[src/rtl/instruction_encoder_pkg.sv]
// Shared RV32I encoding constants: format codes, immediate ranges, opcodes.
// Imported by the encoder and its immediate checker; also matches the CPU control unit.
package instruction_encoder_pkg;

    typedef enum logic [2:0] {
        FMT_I = 3'b000,
        FMT_S = 3'b001,
        FMT_B = 3'b010,
        FMT_J = 3'b011,
        FMT_U = 3'b100,
        FMT_R = 3'b101
    } fmt_e;

    localparam int IMM12_MIN = -2048;
    localparam int IMM12_MAX = 2047;
    localparam int IMM13_MIN = -4096;
    localparam int IMM13_MAX = 4094;
    localparam int IMM21_MIN = -1048576;
    localparam int IMM21_MAX = 1048574;

    localparam logic [6:0] OP_LOAD   = 7'b0000011;
    localparam logic [6:0] OP_IMM    = 7'b0010011;
    localparam logic [6:0] OP_AUIPC  = 7'b0010111;
    localparam logic [6:0] OP_STORE  = 7'b0100011;
    localparam logic [6:0] OP_REG    = 7'b0110011;
    localparam logic [6:0] OP_LUI    = 7'b0110111;
    localparam logic [6:0] OP_BRANCH = 7'b1100011;
    localparam logic [6:0] OP_JALR   = 7'b1100111;
    localparam logic [6:0] OP_JAL    = 7'b1101111;

endpackage

[src/rtl/instruction_encoder_immediate_check.sv]
// Purpose: flags immediates that do not fit their format, misaligned branch/jump offsets, illegal formats.
// Latency: combinational.
// Backpressure: none, pure function of its inputs.
module instruction_encoder_immediate_check
    import instruction_encoder_pkg::*;
(
    input  logic [2:0]  format,
    input  logic [31:0] immediate,
    output logic        error
);

    logic signed [31:0] simm;
    assign simm = $signed(immediate);

    always_comb begin
        error = 1'b0;
        case (format)
            FMT_I, FMT_S: error = (simm < IMM12_MIN) || (simm > IMM12_MAX);
            FMT_B:        error = (simm < IMM13_MIN) || (simm > IMM13_MAX) || immediate[0];
            FMT_J:        error = (simm < IMM21_MIN) || (simm > IMM21_MAX) || immediate[0];
            FMT_U:        error = (immediate[11:0] != 12'd0);
            FMT_R:        error = 1'b0;
            default:      error = 1'b1;
        endcase
    end

endmodule

[src/rtl/instruction_encoder.sv]
// Purpose: packs RV32I fields + immediate into an address-tagged instruction word with error flagging.
// Latency: 1 cycle, single output register.
// Backpressure: in_ready = !out_valid | out_ready; outputs hold while out_valid & !out_ready.
module instruction_encoder
    import instruction_encoder_pkg::*;
#(
    parameter int                       ADDRESS_WIDTH = 32,
    parameter logic [ADDRESS_WIDTH-1:0] START_ADDRESS = '0,
    parameter int                       COUNT_WIDTH   = 8
) (
    input  logic                     clock,
    input  logic                     reset,
    input  logic                     in_valid,
    output logic                     in_ready,
    input  logic [2:0]               format,
    input  logic [6:0]               opcode,
    input  logic [4:0]               rd,
    input  logic [4:0]               rs1,
    input  logic [4:0]               rs2,
    input  logic [2:0]               funct3,
    input  logic [6:0]               funct7,
    input  logic [31:0]              immediate,
    input  logic                     address_load,
    input  logic [ADDRESS_WIDTH-1:0] address_value,
    output logic                     out_valid,
    input  logic                     out_ready,
    output logic [31:0]              out_instruction,
    output logic [ADDRESS_WIDTH-1:0] out_address,
    output logic                     out_error,
    output logic [COUNT_WIDTH-1:0]   error_count
);

    logic                     accept;
    logic                     imm_error;
    logic [31:0]              packed_word;
    logic [ADDRESS_WIDTH-1:0] aligned_value;
    logic [ADDRESS_WIDTH-1:0] next_address;
    logic [ADDRESS_WIDTH-1:0] tag_address;

    assign in_ready      = !out_valid || out_ready;
    assign accept        = in_valid && in_ready;
    assign aligned_value = address_value & ~ADDRESS_WIDTH'(3);
    assign tag_address   = address_load ? aligned_value : next_address;

    instruction_encoder_immediate_check u_immediate_check (
        .format    (format),
        .immediate (immediate),
        .error     (imm_error)
    );

    always_comb begin
        packed_word = '0;
        case (format)
            FMT_I: packed_word = {immediate[11:0], rs1, funct3, rd, opcode};
            FMT_S: packed_word = {immediate[11:5], rs2, rs1, funct3, immediate[4:0], opcode};
            FMT_B: packed_word = {immediate[12], immediate[10:5], rs2, rs1, funct3,
                                  immediate[4:1], immediate[11], opcode};
            FMT_J: packed_word = {immediate[20], immediate[10:1], immediate[11],
                                  immediate[19:12], rd, opcode};
            FMT_U: packed_word = {immediate[31:12], rd, opcode};
            FMT_R: packed_word = {funct7, rs2, rs1, funct3, rd, opcode};
            default: packed_word = '0;
        endcase
    end

    // Output stage: loads on accept, otherwise only out_valid may fall when drained.
    always_ff @(posedge clock or negedge reset) begin
        if (!reset) begin
            out_valid       <= 1'b0;
            out_instruction <= '0;
            out_address     <= START_ADDRESS;
            out_error       <= 1'b0;
            error_count     <= '0;
        end else if (accept) begin
            out_valid       <= 1'b1;
            out_instruction <= packed_word;
            out_address     <= tag_address;
            out_error       <= imm_error;
            if (imm_error && (error_count != '1)) begin
                error_count <= error_count + COUNT_WIDTH'(1);
            end
        end else if (out_ready) begin
            out_valid <= 1'b0;
        end
    end

    // A load without an accept retargets the next word; with an accept it tags this word.
    always_ff @(posedge clock or negedge reset) begin
        if (!reset) begin
            next_address <= START_ADDRESS;
        end else if (accept) begin
            next_address <= tag_address + ADDRESS_WIDTH'(4);
        end else if (address_load) begin
            next_address <= aligned_value;
        end
    end

endmodule

[config.mk]
export PLATFORM = sky130hd
export DESIGN_NAME = instruction_encoder
export DESIGN_NICKNAME = d
export VERILOG_FILES = /design/src/rtl/instruction_encoder_pkg.sv /design/src/rtl/instruction_encoder_immediate_check.sv /design/src/rtl/instruction_encoder.sv
export SDC_FILE = /design/constraint.sdc
export NUM_CORES = 1
export LEC_CHECK = 0
export BUFFER_PORTS_ARGS = -buffer_cell sky130_fd_sc_hd__buf_4
export CORE_UTILIZATION = 47
export CTS_CLUSTER_DIAMETER = 40
export DETAILED_ROUTE_END_ITERATION = 6
export GPL_ROUTABILITY_DRIVEN = 0
export MAX_ROUTING_LAYER = met4
export PLACE_DENSITY = 0.81
export SYNTH_ARGS = -nofsm -noshare
export SYNTH_HDL_FRONTEND = slang
export SYNTH_SLANG_ARGS = --single-unit
export TNS_END_PERCENT = 50
[constraint.sdc]
create_clock -name clock -period 1.8 [get_ports clock]
set_input_delay 0 -clock clock [delete_from_list [all_inputs] [get_ports clock]]
set_output_delay 0 -clock clock [all_outputs]
set_load 0.02 [all_outputs]
# Yosys cells after proc, flatten, opt, wreduce, memory -nomap -nowiden

Cells that the tools add are included.

Reduce and logical (&&, ||, !) cells: 14
Multiplexer cells: 6
Add/subtract/negate cells: 2
$lt $le $gt $ge: 6
Equality and inequality tests: 6

Operator list:

| kind                    | number |
|---|---|
| $pmux W32 S6            | 1 |
| $mux W32                | 2 |
| $add A32 B3 Y32 const B | 1 |
| $gt A32 B12 Y1 const B  | 1 |
| $gt A32 B13 Y1 const B  | 1 |
| $gt A32 B21 Y1 const B  | 1 |
| $lt A32 B12 Y1 const B  | 1 |
| $lt A32 B13 Y1 const B  | 1 |
| $lt A32 B21 Y1 const B  | 1 |
| $reduce_bool A12 Y1     | 1 |
| $add A8 B1 Y8 const B   | 1 |
| $ne A8 B8 Y1 const B    | 1 |
| $eq A3 B2 Y1 const B    | 2 |
| $eq A3 B3 Y1 const B    | 2 |
| $logic_or A1 B1 Y1      | 6 |
| $pmux W1 S5             | 1 |
| $eq A3 B1 Y1 const B    | 1 |
| $logic_not A3 Y1        | 1 |
| $logic_and A1 B1 Y1     | 2 |
| $mux W1                 | 2 |
| $reduce_and A2 Y1       | 1 |
| $reduce_bool A2 Y1      | 1 |
| $reduce_or A2 Y1        | 1 |
| $logic_not A1 Y1        | 1 |

Register bits: 106
Logic and storage cells: 40
Input bits: 104
Output and inout bits: 75

# Depth between registers and ports, before layout

Word-level depth: 6
Depth in mapped cells: 13
Gate-level depth less buffers: 8

# Cells and area by module

Synthesis repeated with hierarchy kept, for this count alone.

Cells, all modules: 595
Area total of the unflattened synthesis: 5938.2 µm²

By module, submodules not included:

| module                              | times used | sequential area each (µm²) | cells each | area each (µm²) |
|---|---|---|---|---|
| instruction_encoder                 | 1          | 2652.5                     | 560        | 5705.5 |
| instruction_encoder_immediate_check | 1          | 0.0                        | 35         | 232.7 |

# Worst setup path after synthesis

OpenSTA, ideal clock, no wires.

Kind: input-to-reg
Start: input port address_load
End: register next_address[24]
Data arrival time: 2185 ps
Stages: 13
Slack: -511 ps
Library setup time: 126 ps
Buffers on the path: 5
Data required time: 1674 ps
Path through: buf_6 > buf_8 > buf_6 > buf_2 > buf_2 > mux2i_1 > inv_1 > ha_1 > nor4b_4 > nand3_1 > nor2_1 > a21oi_1 > a311o_1

Longest elaborated chain between the ends: 3

RTL lines:

| what                     | RTL line                  | RTL |
|---|---|---|
| from (decl)              | instruction_encoder.sv:23 | `input logic address_load,` |
| $mux W32                 | --                        |  |
| named net tag_address[3] | instruction_encoder.sv:38 | `logic [ADDRESS_WIDTH-1:0] tag_address;` |
| $add A32 B3 Y32          | instruction_encoder.sv:92 | `next_address <= tag_address + ADDRESS_WIDTH'(4);` |
| $mux W32                 | instruction_encoder.sv:91 | `end else if (accept) begin` |
| to (signal assigned)     | instruction_encoder.sv:92 |  |
| to (signal assigned)     | instruction_encoder.sv:94 | `next_address <= aligned_value;` |
| to (decl)                | instruction_encoder.sv:37 | `logic [ADDRESS_WIDTH-1:0] next_address;` |

The timed path passes the listed nets, and every way through them passes these cells.
A chain may end at the register's enable or synchronous reset.

# Worst setup path in the final report

Start: register next_address[3]
End: register next_address[30]

Longest elaborated chain between the ends: 3

RTL lines:

| what                     | RTL line |
|---|---|
| $mux W32                 | -- |
| named net tag_address[3] | instruction_encoder.sv:38 |
| $add A32 B3 Y32          | instruction_encoder.sv:92 |
| $mux W32                 | instruction_encoder.sv:91 |

The timed path passes the listed nets, and every way through them passes these cells.

==> impl_metrics.toml <==
[power_and_ir_drop]
pwr-share-clk_pct = 26.3
p_int_mw = 4.76
p_total_mw = 7.14
p_leak_nw = 3.72
max-vdd-ir-drop_mv = 1.16
powerDensity_nw_per_um2 = 874
power_frac_comb_pct = 31.4
switchingPower_mw = 2.38
seq_power_share_pct = 42.3
swShare_pct = 33.3

[synth]
synth.largest_area_cell = "dfrtp_1"
synth_fa_ha_area_share_pct = 0.438
synth_mux_area_share_pct = 8.22
seq_area_frac_synth_pct = 46.5
yosys.area.top_type_share_pct = 46.5
synthTopCellsByArea = "dfrtp_1, mux2i_1, nand2_1"
yosys.area_share.simple_pct = 16.2
synthFlopType = "dfrtp_1"
syn-num-nets = 667
synth.distinct_cells = 59
synth-async-reset-ratio_pct = 100
synth-xor-area-share_pct = 5.83
syn_area_per_cell_um2 = 10.2
synth_compound_area_share_pct = 19.4
synth_edf_count = 0
yosys_register_bits = 106
yosys_warnings = 0
synth_area_um2 = 5710
syn_inst = 561
synth_top_family_by_area = "compound AO/OA/AOI/OAI gates"

[setup_path]
cp-endpoint = "next_address[30]$_DFF_PN0_"
path_max_fanout = 4
crit_buf_inv = 2
cp-end-kind = "flip-flop"
crit_path_start_kind = "flip-flop"
crit_chain = "mux2i_1, inv_1, ha_4, nor4b_4, buf_4, nand3_4, or2_4, nor3_2, xnor2_1"
crit_start = "next_address[3]$_DFF_PN0_"
r2r.worst_path.cells = 9
crit_type = "reg -> reg"
crit_arrival_ns = 2.09
worstReg2RegEnd = "next_address[30]$_DFF_PN0_"
crit_slowest_cell = "dfrtp_1"
rrSetupSlack_ns = -0.07
crit-reg2reg-launch = "next_address[3]$_DFF_PN0_"
required_ns = 2.02
cp_top_family = "simple AND/OR/NAND/NOR gates"
crit_cells = 9
slowest_delay_ns = 0.36

[cells_and_area]
drive_above_1_share_pct = 38.2
stdcell_count = 944
insertedDiodeCount = 0
final_common_cell = "buf_4"
final_cell_mix = "buf_4, dfrtp_1, nand2_1"
postLayoutCellArea_um2 = 8180
final_util_pct = 70.4
area_growth_pct = 43.2
final_nets = 902

[placed_design]
pre_cts_slack_ns = -0.223
placed_cells = 897
dpl_cell_area_um2 = 7480
portBuffers = 176
place_hpwl_um = 11900

[floorplan]
die_h_um = 112
fp-row-count = 39
start_util_pct = 49.2
die_w_um = 112
ios = 179
dieArea_um2 = 12600
core_area_um2 = 11600

[drt]
drt-total-wl_um = 17100
vias = 5526
first_pass_iters = 7
drt_iter0_markers = 577
postRouteAntennaNets = 0
wire_per_inst_um = 18.1
drcViolationCount = 7
vias_per_cell = 5.85

[sta]
fmax_ghz = 0.535
hold_violations = 0
skew_ns = 0.00922
rsz0062_at_grt = "true"
setup_viol = 5
period_share_pct = 104
slew_headroom_pct = 62.1
timing.hold.ws_ns = 0.0140
slew_viol_final = 0
min_period_ns = 1.87
max_slew.worst_pin.slew_ns = 0.552
fin_tns_setup_ns = -0.177
setup_ws_ns = -0.0677

[global_route]
first_global_vias = 5540
grt_pass1_wl_um = 27300
grt_max_degree = 107
grt.overflow.total = 0
grt_use_total_pct = 28.3
antenna_found_initial = 0

[outcome]
run_status = "finished with violations"
violations = "design-rule violations, negative setup slack"

[min_path]
min_path_type = "in -> reg"

[clock_tree]
clockRootBuffer = "clkbuf_16"
cts_sinks = 106
numCtsBuffers = 9
cts_buffer_depth = 2
cts_tree = "built"
insertion_delay_ns = 0.35
cts.clk_slew.worst_paths_ns = 0.07
h-tree-depth = 3

[job]
maxCapViolCount = 0
[Yosys cell counts (4+ instances only)]
| cell type | instances |
|---|---|
| a22o_1 | 13 |
| o221ai_1 | 9 |
| a221oi_1 | 11 |
| nand3b_1 | 4 |
| nor2b_1 | 10 |
| mux2_2 | 15 |
| a211oi_1 | 8 |
| a22oi_1 | 17 |
| o21ai_0 | 29 |
| clkbuf_1 | 22 |
| o21a_1 | 9 |
| inv_1 | 8 |
| buf_2 | 6 |
| dfrtp_1 | 106 |
| mux2i_1 | 27 |
| nor2_1 | 35 |
| nand4_1 | 11 |
| a21oi_1 | 36 |
| xor2_1 | 21 |
| xnor2_1 | 17 |
| or4_1 | 5 |
| nor4_1 | 4 |
| nand2_1 | 62 |
| nand3_1 | 16 |
[power groups by stage]
stage          registers (mW)  clock network [mW]  logic, mW
3_3_place_gp             3.04                   0       2.08
2_1_floorplan            3.36                   0      0.772
3_5_place_dp             3.06                   0       2.14
4_1_cts                  3.02                1.93       2.21
6_report                 3.02                1.88       2.24
5_1_grt                  3.07                2.02       2.40
[sequential cells by signal, indices dropped and copies added, names as in the netlist]
signal           flops
out_address         32
out_error            1
out_valid            1
error_count          8
next_address        32
out_instruction     32
[worst register-to-register path, cell delays in order, from the launching register on]
cell     delay (ns)
dfrtp_1        0.36
mux2i_1        0.10
inv_1          0.10
ha_4           0.13
nor4b_4        0.22
buf_4          0.17
nand3_4        0.10
or2_4          0.27
nor3_2         0.19
xnor2_1        0.10
[layer usage]
layer  GRT usage [%]  up-vias  wire length (µm)
li1                -     2526                 -
met4            11.6        0               616
met5               -        -                 0
met1            34.4     2683              6880
met3            6.70       54              1100
met2            45.6      263              8490
[worst min path at each step]
stage                     depth (start not counted)         startpoint  slack, ns                         endpoint
final                                             3  address_value[28]       0.01       next_address[28]$_DFF_PN0_
after global routing                              3  address_value[28]      0.005       next_address[28]$_DFF_PN0_
after CTS                                         3  address_value[28]     0.0001       next_address[28]$_DFF_PN0_
after detailed placement                          2              reset       0.12  out_instruction[15]$_DFFE_PN0P_
after global placement                            2              reset       0.11  out_instruction[15]$_DFFE_PN0P_
after floorplan                                   0              reset      -0.30       error_count[0]$_DFFE_PN0P_
[logic make-up after synthesis]
kind of cell / after synthesis
AO/OA/AOI/OAI: 153
XOR/XNOR: 38
adder cells (fa/ha/maj): 2
buffers and inverters: 43
flip-flops: 106
multiplexers: 44
AND/OR/NAND/NOR: 175
[final cells by class]
cell class | count | area, µm²
sequential | 106 | 2650
clock buffer | 10 | 239
fill | 854 | 3440
timing repair buffer | 259 | 2030
multi-input combinational | 412 | 3000
tap | 143 | 179
inverter | 8 | 30.0
clock inverter | 6 | 41.3
[repair_timing]
item	CTS	global route
endpoints found under the setup margin	23	18
pin swaps	9	14
hold endpoints to repair	132	0
buffers inserted	3	4
hold buffers	24	0
resized for setup	6	20
(Power assumes the default switching activity.)
